<file path="config.mk">
export PLATFORM = sky130hd
export DESIGN_NAME = key_debouncer
export DESIGN_NICKNAME = d
export VERILOG_FILES = /design/src/rtl/debounce_pkg.sv /design/src/rtl/sync_chain.sv /design/src/rtl/key_debouncer.sv
export SDC_FILE = /design/constraint.sdc
export NUM_CORES = 1
export LEC_CHECK = 0
export CORE_UTILIZATION = 45
export DETAILED_ROUTE_END_ITERATION = 10
export PLACE_DENSITY = 0.65
export SYNTH_ARGS = -nofsm -noshare
export SYNTH_HDL_FRONTEND = slang
export SYNTH_SLANG_ARGS = --single-unit
export TNS_END_PERCENT = 5
</file>
<file path="constraint.sdc">
create_clock -name clk -period 1.57 [get_ports clk]
set_input_delay 0.157 -clock clk [delete_from_list [all_inputs] [get_ports clk]]
set_output_delay 0.157 -clock clk [all_outputs]
set_load 0.01 [all_outputs]
</file>
<file path="src/rtl/debounce_pkg.sv">
// Shared types and default timing constants for the pushbutton debouncer.
package debounce_pkg;

    typedef enum logic [1:0] {
        IDLE,
        PRESS_WAIT,
        HELD,
        RELEASE_WAIT
    } db_state_t;

    localparam int CLK_HZ      = 50000000;
    localparam int DEBOUNCE_MS = 1;

    // Converts a debounce window in milliseconds to clock cycles.
    function automatic int cyclesFromMs(input int clkHz, input int ms);
        return (clkHz / 1000) * ms;
    endfunction

endpackage

</file>
<file path="src/rtl/sync_chain.sv">
// Multi-flop metastability synchronizer for a single asynchronous bit.
// Resets to 1 so an active-low input reads as inactive.
module sync_chain #(
    parameter int STAGES = 2
) (
    input  logic clk,
    input  logic reset,
    input  logic d_i,
    output logic q_o
);

    logic [STAGES-1:0] chain_q;

    always_ff @(posedge clk or posedge reset) begin
        if (reset) begin
            chain_q <= '1;
        end else begin
            chain_q <= {chain_q[STAGES-2:0], d_i};
        end
    end

    assign q_o = chain_q[STAGES-1];

endmodule

</file>
<file path="src/rtl/key_debouncer.sv">
// Synchronizes, debounces and edge-detects one active-low pushbutton.
// Define KEY_REPEAT_EN to emit extra press pulses while the button is held.
module key_debouncer
    import debounce_pkg::*;
#(
    parameter int SYNC_STAGES     = 2,
    parameter int DEBOUNCE_CYCLES = cyclesFromMs(CLK_HZ, DEBOUNCE_MS),
    parameter int REPEAT_DELAY    = 25000000,
    parameter int REPEAT_PERIOD   = 10000000
) (
    input  logic clk,
    input  logic reset,
    input  logic key_n,
    output logic pressed,
    output logic press_pulse,
    output logic release_pulse
);

    localparam int              CNT_W   = $clog2(DEBOUNCE_CYCLES + 1);
    localparam logic [CNT_W-1:0] CNT_MAX = CNT_W'(DEBOUNCE_CYCLES);

    if (SYNC_STAGES < 2 || DEBOUNCE_CYCLES < 1 || REPEAT_DELAY < 1 || REPEAT_PERIOD < 1) begin : g_bad_params
        $error("key_debouncer: illegal parameter value");
    end

    logic             sync_raw;
    logic             sync_key;
    db_state_t        state_q, state_d;
    logic [CNT_W-1:0] cnt_q, cnt_d;
    logic             pressed_q, pressed_d;
    logic             press_pulse_q, press_pulse_d;
    logic             release_pulse_q, release_pulse_d;
    logic             repeat_fire;

    sync_chain #(
        .STAGES (SYNC_STAGES)
    ) u_sync (
        .clk   (clk),
        .reset (reset),
        .d_i   (key_n),
        .q_o   (sync_raw)
    );

    assign sync_key = ~sync_raw;

    // A change is accepted only after the synchronized key has disagreed with
    // the debounced level for a full window; any agreeing sample restarts it.
    always_comb begin
        state_d = state_q;
        cnt_d   = cnt_q;
        case (state_q)
            IDLE: begin
                cnt_d = '0;
                if (sync_key) begin
                    state_d = PRESS_WAIT;
                    cnt_d   = CNT_W'(1);
                end
            end
            PRESS_WAIT: begin
                if (!sync_key) begin
                    state_d = IDLE;
                    cnt_d   = '0;
                end else if (cnt_q == CNT_MAX) begin
                    state_d = HELD;
                    cnt_d   = '0;
                end else begin
                    cnt_d = cnt_q + 1'b1;
                end
            end
            HELD: begin
                cnt_d = '0;
                if (!sync_key) begin
                    state_d = RELEASE_WAIT;
                    cnt_d   = CNT_W'(1);
                end
            end
            RELEASE_WAIT: begin
                if (sync_key) begin
                    state_d = HELD;
                    cnt_d   = '0;
                end else if (cnt_q == CNT_MAX) begin
                    state_d = IDLE;
                    cnt_d   = '0;
                end else begin
                    cnt_d = cnt_q + 1'b1;
                end
            end
            default: begin
                state_d = IDLE;
                cnt_d   = '0;
            end
        endcase
    end

`ifdef KEY_REPEAT_EN
    localparam int REP_MAX = (REPEAT_DELAY > REPEAT_PERIOD) ? REPEAT_DELAY : REPEAT_PERIOD;
    localparam int REP_W   = $clog2(REP_MAX + 1);

    logic [REP_W-1:0] rep_cnt_q, rep_cnt_d;
    logic [REP_W-1:0] rep_target;
    logic             rep_armed_q, rep_armed_d;

    // The first repeat waits REPEAT_DELAY cycles, later ones REPEAT_PERIOD.
    // Counting only advances across HELD->HELD edges, so RELEASE_WAIT freezes it.
    always_comb begin
        rep_cnt_d   = rep_cnt_q;
        rep_armed_d = rep_armed_q;
        repeat_fire = 1'b0;
        rep_target  = rep_armed_q ? REP_W'(REPEAT_PERIOD - 1) : REP_W'(REPEAT_DELAY - 1);
        if (state_d == IDLE) begin
            rep_cnt_d   = '0;
            rep_armed_d = 1'b0;
        end else if (state_q == HELD && state_d == HELD) begin
            if (rep_cnt_q == rep_target) begin
                repeat_fire = 1'b1;
                rep_cnt_d   = '0;
                rep_armed_d = 1'b1;
            end else begin
                rep_cnt_d = rep_cnt_q + 1'b1;
            end
        end
    end

    always_ff @(posedge clk or posedge reset) begin
        if (reset) begin
            rep_cnt_q   <= '0;
            rep_armed_q <= 1'b0;
        end else begin
            rep_cnt_q   <= rep_cnt_d;
            rep_armed_q <= rep_armed_d;
        end
    end
`else
    assign repeat_fire = 1'b0;
`endif

    assign pressed_d       = (state_d == HELD) || (state_d == RELEASE_WAIT);
    assign press_pulse_d   = (pressed_d && !pressed_q) || repeat_fire;
    assign release_pulse_d = !pressed_d && pressed_q;

    always_ff @(posedge clk or posedge reset) begin
        if (reset) begin
            state_q         <= IDLE;
            cnt_q           <= '0;
            pressed_q       <= 1'b0;
            press_pulse_q   <= 1'b0;
            release_pulse_q <= 1'b0;
        end else begin
            state_q         <= state_d;
            cnt_q           <= cnt_d;
            pressed_q       <= pressed_d;
            press_pulse_q   <= press_pulse_d;
            release_pulse_q <= release_pulse_d;
        end
    end

    assign pressed       = pressed_q;
    assign press_pulse   = press_pulse_q;
    assign release_pulse = release_pulse_q;

endmodule

</file>
==> flow_summary.ini, run 1 <==
[setup_path]
r2r_start = cnt_q[1]$_DFF_PP0_
cp_max_fo = 3
critPathCaptureType = register
startpoint = cnt_q[1]$_DFF_PP0_
path_cells = inv_1 -> ha_4 -> nor4bb_4 -> nand4_1 -> mux2_4 -> and2_4
reg2reg_to = release_pulse$_DFF_PP0_
crit_path_start_kind = register
cp.depth = 6
cpLargestDelayFamily = simple AND/OR/NAND/NOR gates
worstPathArrival_ps = 1770
critical_path_buf_inv_count = 1
critPathKind = reg2reg
r2r_cells = 6
cp-endpoint = release_pulse$_DFF_PP0_
cpMaxStageDelayCell = dfrtp_1
critPathMaxStageDelay_ps = 420
required_ps = 1770
r2r_setup_slack_ps = -0.8

[route]
drtAntennaViolNets = 0
wl_met2_um = 972
totalWireLength_um = 2090
viasPerCell = 5.08
top_layer = met4
wl_met1_um = 1040
vias = 788
firstDrtPassIters = 4
wl_per_cell_um = 13.5
drc = 0
wl_met3_um = 58
drtIter0Drc = 11

[power_and_ir_drop]
p_switching_w = 0.000200
p_comb_frac = 0.059
power_density_nw_per_um2 = 673
leakage_nw = 0.608
switching_share = 0.216
pwr-share-clk = 0.283
peakVddDrop_uv = 374
pwr-share-seq = 0.658
internal-power_w = 0.000725

[synth]
ys_types = 30
ys_ff_latch = 23
syn_area_um2 = 1080
synth_top_cell_by_area = dfrtp_1
synthTopCellsByArea = dfrtp_1 49%, nor2_1 5.9%, xor2_1 5.7%, dfstp_2 4.9%, xnor2_1 4.9%
netlist.area_leader.share = 0.487
yosys_warnings = 0
synthArstFlopShare = 1.00
synthFlopType = dfrtp_1
synth-edff-count = 0
synth_cells = 104
postSynthAreaPerCell_um2 = 10.4
syn-num-nets = 109
synth_seq_area_share = 0.536

[timing]
tightest_slew_ps = 344
rsz0062_at_grt = true
clock_skew_ps = 4.49
period_share = 1.00
max-slew-margin-rel = 0.769
worst_slack_ps = -0.762
fmax_mhz = 637
finalHoldViolCount = 0
holdWs_ps = 185
period_minus_slack_ps = 1570
maxSlewViolCount = 0
setup_violations = 1

[status]
failed_checks = setup timing
status = complete, but fails checks

[place]
post-place-ws_ps = -85.0
hpwlAfterDp_um = 1480
gp_congestion = 0.831
port_buffers = 5

[die]
num_rows = 17
core_um2 = 2230
die_h_um = 51.0
ios = 6
die_x_um = 51.0
fp.dieArea_um2 = 2600
start_util = 0.483

[clocking]
cts_buffers = 3
clock-sinks = 23
cts_root_buffer = clkbuf_4
clockBufferDepth = 2
clock_latency_ps = 300
cts_tree = yes
htreeDepth = 1
path_clk_slew_ps = 120

[finish]
fin_nets = 133
nFillCells = 193
drive_gt1_frac = 0.323
n_antenna_cell = 0
area_growth_pct = 27.4
final_core_util = 0.615

[grt]
first_global_vias = 778
grt_pass1_wl_um = 3420
antenna_found_initial = 0
grt-ovfl-total = 0
grt_max_degree = 24
gr-usage-all-layers = 0.180

[min_path]
holdCritPathClass = in2async

[job]
maxCapViolCount = 0
per-layer routing:
layer	up-vias	GRT usage
met1	369	0.244
li1	403	-
met2	14	0.279
met4	0	0.0741
met5	-	0
met3	2	0.0357
synthesized netlist by cell type (all sizes together), types with 2 or more instances:
master,n
xor2,7
dfstp,2
nand2,7
inv,7
nand4,7
and4b,2
dfrtp,21
nor3,2
ha,2
nor4,3
xnor2,6
nor2,17
a21oi,2
nand3,3
and2,2
and3,2
and4,2
buf,2
final cells by class:
| type | count | area (µm²) | share of cell area |
|---|---|---|---|
| tap | 28 | 35.0 | 0.0255 |
| multi-input combinational | 72 | 527 | 0.383 |
| clock buffer | 4 | 26.3 | 0.0191 |
| inverter | 7 | 26.3 | 0.0191 |
| timing repair buffer | 21 | 178 | 0.129 |
| sequential | 23 | 582 | 0.423 |
layout by cell type, fill, tap and decap left out, types with 2 or more instances in the layout:
cell | netlist | layout
dfrtp_1 | 21 | 18
nor2_1 | 17 | 17
buf_4 | 0 | 14
xor2_1 | 7 | 7
nand4_1 | 6 | 6
nand2_1 | 7 | 6
xnor2_1 | 6 | 6
clkdlybuf4s50_1 | 0 | 5
inv_1 | 7 | 4
inv_2 | 0 | 3
clkbuf_4 | 0 | 3
dfrtp_2 | 0 | 3
nand3_1 | 3 | 2
nor4_1 | 3 | 2
nor3_1 | 2 | 2
buf_6 | 0 | 2
dfstp_2 | 2 | 2
power by group through the flow:
stage          sequential, W  clock (W)  combinational, W
6_report            0.000608   0.000262         0.0000546
2_1_floorplan       0.000617          0         0.0000258
3_3_place_gp        0.000618          0         0.0000467
4_1_cts             0.000607   0.000276         0.0000497
3_5_place_dp        0.000618          0         0.0000478
5_1_grt             0.000609   0.000294         0.0000632
timing repair:
action	in CTS	in global routing
setup endpoints to repair	17	13
gates resized for setup	3	17
hold buffers	0	0
buffers inserted	0	0
pin swaps	0	5
flip-flops by register name, indices dropped and copies added, names as in the netlist:
name / count
cnt_q: 16
state_q: 2
u_sync.chain_q: 2
press_pulse: 1
pressed: 1
release_pulse: 1
worst min path at each step:
stage                                     start                     endpoint  cells after the start
CTS                                       reset      release_pulse$_DFF_PP0_                      3
floorplan                                 reset           cnt_q[0]$_DFF_PP0_                      1
finish                                    reset           cnt_q[0]$_DFF_PP0_                      3
detailed placement  u_sync.chain_q[0]$_DFF_PP1_  u_sync.chain_q[1]$_DFF_PP1_                      0
global placement    u_sync.chain_q[0]$_DFF_PP1_  u_sync.chain_q[1]$_DFF_PP1_                      0
global route                              reset         state_q[0]$_DFF_PP0_                      3
worst min-delay path, stage by stage:
cell	delay [ps]
clkdlybuf4s50_1	400
inv_1	50
buf_4	280
stage by stage:
step | cell area [µm²] | power [W] | cells | TNS, ps
2_1_floorplan | 1080 | 0.000643 | 104 | 0
3_3_place_gp | 1270 | 0.000664 | 151 | 0
3_5_place_dp | 1270 | 0.000666 | 151 | -329
4_1_cts | 1320 | 0.000933 | 155 | 0
5_1_grt | 1370 | 0.000966 | 155 | -340
6_report | 1370 | 0.000924 | 155 | -0.762
cell families (layout without fill, tap and decap cells):
kind of cell | count (synthesis) | after routing | share of synthesized area
and+or+nand+nor | 51 | 51 | 0.263
DFF | 23 | 23 | 0.536
xor gates and xnor gates | 13 | 13 | 0.106
buffers and inverters | 9 | 32 | 0.0336
AOI/OAI and AO/OA | 5 | 5 | 0.0278
adders and majority gates | 2 | 2 | 0.0232
muxes | 1 | 1 | 0.0104
No activity file was read; power rests on OpenSTA's default activity.
==> run 2, diff against run 1 <==
--- a/config.mk
+++ b/config.mk
@@ -5,9 +5,13 @@
 export SDC_FILE = /design/constraint.sdc
 export NUM_CORES = 1
 export LEC_CHECK = 0
-export CORE_UTILIZATION = 45
+export CAP_MARGIN = 20
+export CELL_PAD_IN_SITES_DETAIL_PLACEMENT = 0
+export CELL_PAD_IN_SITES_GLOBAL_PLACEMENT = 1
+export CORE_UTILIZATION = 41
 export DETAILED_ROUTE_END_ITERATION = 10
-export PLACE_DENSITY = 0.65
+export PLACE_DENSITY_LB_ADDON = 0.1
+export REMOVE_ABC_BUFFERS = 1
 export SYNTH_ARGS = -nofsm -noshare
 export SYNTH_HDL_FRONTEND = slang
 export SYNTH_SLANG_ARGS = --single-unit
==> flow_summary.ini, run 2 (synthesis results as in run 1) <==
[route]
wl_met3_um = 55
drtAntennaViolNets = 0
top_layer = met4
vias = 849
drc = 0
wl_met1_um = 1140
firstDrtPassIters = 4
totalWireLength_um = 2280
viasPerCell = 5.24
drtIter0Drc = 15
wl_per_cell_um = 14.1
wl_met2_um = 1020

[setup_path]
worstPathArrival_ps = 1750
r2r_setup_slack_ps = 20
r2r_start = cnt_q[0]$_DFF_PP0_
crit_path_start_kind = register
cp_max_fo = 3
critPathCaptureType = register
path_cells = buf_4 -> ha_1 -> nand3_2 -> nor4_2 -> xnor2_1 -> nor2_1
reg2reg_to = cnt_q[14]$_DFF_PP0_
required_ps = 1780
critPathMaxStageDelay_ps = 400
critPathKind = reg2reg
cpMaxStageDelayCell = nor4_2
r2r_cells = 6

[timing]
setup_violations = 0
fmax_mhz = 647
clock_skew_ps = 3.67
worst_slack_ps = 23.9
setup_tns_ps = 0
tightest_slew_ps = 445
max-slew-margin-rel = 0.703
finalHoldViolCount = 0
rsz0062_at_grt = true
maxSlewViolCount = 0
period_share = 0.985
period_minus_slack_ps = 1550

[finish]
fin_cells = 162
layout_commonest_cell = buf_4
multi_input_area_um2 = 518
drive_gt1_frac = 0.326
seq_area_um2 = 582
top_register = cnt_q
largest_register_ffs = 16
nFillCells = 232
fin_nets = 138
n_antenna_cell = 0
final_cell_mix = 20 x buf_4, 18 x dfrtp_1, 17 x nor2_1
largest_registers = cnt_q x16, state_q x2, u_sync.chain_q x2
fin_area_um2 = 1410
area_growth_pct = 30.7

[grt]
gr-usage-all-layers = 0.194
grt_pass1_wl_um = 3780
antenna_found_initial = 0
first_global_vias = 807
grt-ovfl-total = 0
grt_max_degree = 15

[clocking]
clockBufferDepth = 2
clock-sinks = 23
htreeDepth = 1
cts_root_buffer = clkbuf_4
clock_latency_ps = 300
path_clk_slew_ps = 130
hold_buffers = 0
cts_tree = yes
cts_buffers = 3

[power_and_ir_drop]
leakage_nw = 0.634
power_density_nw_per_um2 = 669
total_power_w = 0.000943
peakVddDrop_uv = 548

[status]
status = complete, no violations

[die]
core_um2 = 2480
die_x_um = 53.3
ios = 6
die_h_um = 53.3
start_util = 0.435
fp.dieArea_um2 = 2840
num_rows = 18

[place]
dpl-instance-area_um2 = 1320
hpwlAfterDp_um = 1640
gp_congestion = 0.861
post-place-ws_ps = -71.7
place_inst = 157
port_buffers = 5

[min_path]
holdCritPathClass = in2async

[job]
maxCapViolCount = 0
run 2: changes by cell type in the layout (fill, tap and decap cells not counted), moves of 2 or more:
cell   delta
inv_1     +3
buf_6     -2
inv_2     -3
buf_4     +6
run 2: worst max path at each step:
stage / from / to / slack, ps / cells past startpoint
2_1_floorplan: cnt_q[0]$_DFF_PP0_ / release_pulse$_DFF_PP0_ / 60 / 6
3_3_place_gp: cnt_q[0]$_DFF_PP0_ / release_pulse$_DFF_PP0_ / 30 / 6
3_5_place_dp: cnt_q[0]$_DFF_PP0_ / release_pulse$_DFF_PP0_ / -70 / 6
4_1_cts: cnt_q[0]$_DFF_PP0_ / cnt_q[8]$_DFF_PP0_ / -4 / 7
5_1_grt: cnt_q[0]$_DFF_PP0_ / release_pulse$_DFF_PP0_ / -70 / 6
6_report: cnt_q[0]$_DFF_PP0_ / cnt_q[14]$_DFF_PP0_ / 20 / 6
run 2: repair_timing:
action | CTS | global route
pin swaps | 0 | 2
gates resized for setup | 5 | 9
endpoints found under the setup margin | 6 | 11
buffers inserted | 0 | 1
run 2: metal layers:
metal,global-route usage,vias up
met2,0.279,12
met5,0,-
met1,0.263,416
li1,-,415
met3,0.0489,6
met4,0.101,0
run 2: through the flow:
stage | util | hold WS, ps
final | 0.569 | 134
after floorplan | - | 157
after CTS | 0.553 | 154
after detailed placement | 0.532 | 350
after global routing | 0.569 | 170
after global placement | 0.532 | 349
run 2: power by group:
group,switching (W),leakage (nW),internal (W)
Clock,0.000176,0.0150,0.0000990
Sequential,0.00000472,0.305,0.000602
Combinational,0.0000315,0.314,0.0000296
run 2: area by class of cell:
cell class	instances	share of cell area
flip-flops and latches	23	0.413
multi-input cells	72	0.367
repair buffers	26	0.156
well taps	30	0.0266
clock buffers	4	0.0186
inverters	7	0.0186
run 2: critical path, delay by kind of cell (launching register included):
family / cells / cell delay [ps]
buffers and inverters: 1 / 120
flip-flops: 1 / 390
XOR/XNOR: 1 / 170
AND/OR/NAND/NOR: 3 / 590
adder cells (fa/ha/maj): 1 / 170
==> run 3, diff against run 2 <==
--- a/config.mk
+++ b/config.mk
@@ -8,6 +8,7 @@
 export CAP_MARGIN = 20
 export CELL_PAD_IN_SITES_DETAIL_PLACEMENT = 0
 export CELL_PAD_IN_SITES_GLOBAL_PLACEMENT = 1
+export CORE_MARGIN = 2
 export CORE_UTILIZATION = 41
 export DETAILED_ROUTE_END_ITERATION = 10
 export PLACE_DENSITY_LB_ADDON = 0.1
==> flow_summary.ini, run 3 (synthesis results as in run 1) <==
[power_and_ir_drop]
power_density_nw_per_um2 = 673
peakVddDrop_uv = 599
leakage_nw = 0.620

[route]
vias = 818
viasPerCell = 5.08
drtIter0Drc = 14
drc = 0
firstDrtPassIters = 4
drtAntennaViolNets = 0
wl_per_cell_um = 13.4
totalWireLength_um = 2160

[grt]
first_global_vias = 813
grt_max_degree = 15
gr-usage-all-layers = 0.156
grt-ovfl-total = 0
grt_pass1_wl_um = 3720
antenna_found_initial = 0

[clocking]
path_clk_slew_ps = 120
clock-sinks = 23
htreeDepth = 1
clock_latency_ps = 310
cts_tree = yes
cts_buffers = 3
cts_root_buffer = clkbuf_4
cts_setup_buffers = 0
hold_buffers = 0
clockBufferDepth = 2

[timing]
fmax_mhz = 646
clock_skew_ps = 6.17
period_minus_slack_ps = 1550
worst_slack_ps = 21.1
period_share = 0.987
maxSlewViolCount = 0
max-slew-margin-rel = 0.690
finalHoldViolCount = 0
setup_violations = 0
rsz0062_at_grt = true
tightest_slew_ps = 464

[setup_path]
required_ps = 1810
crit_path_start_kind = register
critPathKind = reg2reg
r2r_start = cnt_q[9]$_DFF_PP0_
path_cells = and4_4 -> nand4_2 -> or4_1 -> a21oi_1
r2r_setup_slack_ps = 20
r2r_cells = 4
cpMaxStageDelayCell = or4_1
critPathMaxStageDelay_ps = 480
critical_path_buf_inv_count = 0
critPathCaptureType = register
cpLargestDelayFamily = simple AND/OR/NAND/NOR gates
cp_max_fo = 4
worstPathArrival_ps = 1790
reg2reg_to = cnt_q[15]$_DFF_PP0_

[finish]
seq_area_um2 = 582
n_antenna_cell = 0
nFillCells = 222
multi_input_area_um2 = 504
top_register = cnt_q
largest_register_ffs = 16
fin_area_um2 = 1390
layout_commonest_cell = buf_4
final_cell_mix = 19 x buf_4, 18 x dfrtp_1, 17 x nor2_1
fin_nets = 137
largest_registers = cnt_q x16, state_q x2, u_sync.chain_q x2
drive_gt1_frac = 0.305
area_growth_pct = 28.8

[die]
start_util = 0.435
die_h_um = 55.3
core_um2 = 2480
ios = 6
fp.dieArea_um2 = 3060
die_x_um = 55.3
num_rows = 18

[job]
maxCapViolCount = 0

[status]
status = complete, no violations

[min_path]
holdCritPathClass = in2async

[place]
post-place-ws_ps = -53.0
port_buffers = 5
dpl-instance-area_um2 = 1320
gp_congestion = 0.823
hpwlAfterDp_um = 1610
-- run 3: cell count changes in the layout (fill, tap and decap cells not counted), sizes merged --
cell | before | now
buf | 21 | 20
-- run 3: report_power, final --
| part | internal (W) | switching, W | total [W] |
|---|---|---|---|
| clock network | 0.0000992 | 0.000172 | 0.000272 |
| registers | 0.000602 | 0.00000523 | 0.000607 |
| logic | 0.0000273 | 0.0000297 | 0.0000570 |
-- run 3: worst max-delay path by stage --
stage                         from                       to  slack (ps)  cells after the start
6_report        cnt_q[9]$_DFF_PP0_      cnt_q[15]$_DFF_PP0_          20                      4
5_1_grt        cnt_q[13]$_DFF_PP0_  release_pulse$_DFF_PP0_         -40                      5
4_1_cts         cnt_q[0]$_DFF_PP0_  release_pulse$_DFF_PP0_          -9                      6
3_5_place_dp    cnt_q[0]$_DFF_PP0_  release_pulse$_DFF_PP0_         -50                      6
3_3_place_gp    cnt_q[0]$_DFF_PP0_  release_pulse$_DFF_PP0_          20                      6
2_1_floorplan   cnt_q[0]$_DFF_PP0_  release_pulse$_DFF_PP0_          60                      6
-- run 3: through the flow --
stage / hold slack, ps / utilization / std cells / setup TNS (ps) / total power (W)
after floorplan: 157 / - / 102 / 0 / 0.000641
after global placement: 349 / 0.532 / 157 / 0 / 0.000674
after detailed placement: 350 / 0.532 / 157 / -69.0 / 0.000674
after CTS: 152 / 0.546 / 161 / -8.69 / 0.000947
after global routing: 156 / 0.561 / 161 / -178 / 0.000988
final: 140 / 0.561 / 161 / 0 / 0.000935
-- run 3: layer usage --
metal,vias to the layer above,track usage,share of wire
met2,12,0.233,0.47
met3,2,0.0351,0.023
li1,409,-,-
met5,-,0,0
met4,0,0.0523,0.0074
met1,395,0.223,0.50
-- run 3: repair_timing --
item	in CTS	in global routing
pin swaps	0	1
gates resized for setup	2	8
endpoints found under the setup margin	4	9
endpoints found under the hold margin	0	0
-- run 3: cell type report --
type / count / area share
Multi-Input combinational cell: 72 / 0.363
Sequential cell: 23 / 0.419
Clock buffer: 4 / 0.0189
Timing Repair Buffer: 25 / 0.153
Tap cell: 30 / 0.0270
Inverter: 7 / 0.0189
==> RTL change, RTL diff (config.mk and constraints of run 3) <==
The output `press_pulse` loses its register stage (`press_pulse_q` becomes a continuous assignment).
--- a/src/rtl/key_debouncer.sv
+++ b/src/rtl/key_debouncer.sv
@@ -143,16 +143,16 @@
             state_q         <= IDLE;
             cnt_q           <= '0;
             pressed_q       <= 1'b0;
-            press_pulse_q   <= 1'b0;
             release_pulse_q <= 1'b0;
         end else begin
             state_q         <= state_d;
             cnt_q           <= cnt_d;
             pressed_q       <= pressed_d;
-            press_pulse_q   <= press_pulse_d;
             release_pulse_q <= release_pulse_d;
         end
     end
+
+    assign press_pulse_q = press_pulse_d;
 
     assign pressed       = pressed_q;
     assign press_pulse   = press_pulse_q;
Function: no difference found for any inputs over 10 cycles, from zero or initial values and one cycle with reset high; that may be too few to reach the edited logic, so the function may still have changed.
==> RTL change against run 3 <==
  * Power rose by 16%
  * Clock skew is 0.00057 ns higher
  * Cell area is 6.4% higher
  * Global-route usage grew 3.4 points
  * Worst setup slack got worse by 0.39 ns
  * Sequential cell count down 1
  * Routed wire length rose by 14%
  * Area after synthesis fell by 2.3%
  * The run now ends with setup timing left
  * Non-clock buffer count up 6
==> RTL change: results (changes against run 3) <==
[status]
run_status=finished, violations left
violated_checks=setup timing

[clock_network]
cts.sink_count=22  ; -4.3%

[place]
dp_worst_setup_slack_ns=-0.542  ; -0.489 ns
placed_cells_incl_taps=162  ; +3.2%
place.gp.congestion=0.757  ; -8.1%

[timing]
final.setup.tns_ns=-0.480  ; -0.480 ns
final_setup_fails=3  ; +3
layout_setup_ws_ns=-0.369  ; -0.390 ns

[drt]
avgViaCountPerCell=5.30  ; +4.3%

[cells_and_area]
multi_input_area_share=0.368  ; +0.00527
final_layout_size_suffix_gt1_frac=0.368  ; +0.0623
signal_buffers=31  ; +24%
final_instance_count_excl_fillers=166  ; +3.1%
buf_share=0.179  ; +0.0255
num-fill-cells=213  ; -4.1%
area_share_clock_buf_inv=0.0356  ; +0.0166
seq_area_frac=0.374  ; -0.0447

[global_routing]
global_route.usage.met3=0.0246  ; -0.0105
grt_pass1_wl_mm=3.93  ; +5.6%
globalRouteMet2Util=0.304  ; +0.0706
largest_net_degree_at_the_start_of_global_routing=23  ; +8
grt.met1_usage=0.251  ; +0.0278

[logic_synthesis]
synth.cells.most_frequent=sky130_fd_sc_hd__dfrtp_1 (20), sky130_fd_sc_hd__nor2_1 (17), sky130_fd_sc_hd__inv_1 (7), sky130_fd_sc_hd__nand2_1 (7), sky130_fd_sc_hd__xor2_1 (7)
fraction_of_synthesized_area_in_multiplexers=0.0107  ; +0.000248
synthCells=103  ; -0.96%
yosys.area_share.xor_xnor=0.108  ; +0.00251
seq_area_frac_synth=0.525  ; -0.0110
yosys-top-cells-area=sky130_fd_sc_hd__dfrtp_1 (48%), sky130_fd_sc_hd__nor2_1 (6.1%), sky130_fd_sc_hd__xor2_1 (5.8%), sky130_fd_sc_hd__dfstp_2 (5.0%), sky130_fd_sc_hd__xnor2_1 (5.0%)

[setup_path]
worst-r2r-setup-slack_ns=-0.07  ; -0.09 ns
critical_path.endpoint=press_pulse
worst_r2r_endpoint=release_pulse$_DFF_PP0_

[floorplan]
fp.coreArea_um2=2450  ; -0.91%

[power]
leakage_nw=0.694  ; +12%
ir_worst_vdd_mv=0.454  ; -24%

-- RTL change: cell types whose count changed after synthesis --
cell	run 3	this run
sky130_fd_sc_hd__dfrtp_1	21	20
-- RTL change: routing by layer --
| layer | vias up | routed length, um | part of all wire |
|---|---|---|---|
| met5 | - | 0 | 0 |
| met1 | 432 | 1180 | 0.48 |
| met3 | 6 | 71 | 0.029 |
| li1 | 422 | - | - |
| met4 | 0 | 59 | 0.024 |
| met2 | 20 | 1150 | 0.47 |
-- RTL change: where the power goes --
part           switching, mW  internal [mW]
combinational         0.0324         0.0270
sequential           0.00354          0.576
clock                  0.186          0.258
total                  0.222          0.861
-- RTL change: what timing repair did --
action | 4_1_cts | 5_1_grt
setup endpoints to repair | 9 | 10
cloned | 0 | 0
hold buffers | 0 | 0
hold endpoints to repair | 0 | 0
pin swaps | 4 | 1
resized for setup | 16 | 7
-- RTL change: tightest hold or removal path, delay by kind of cell --
kind	cells	cell delay, ns
buffers and inverters	3	0.73
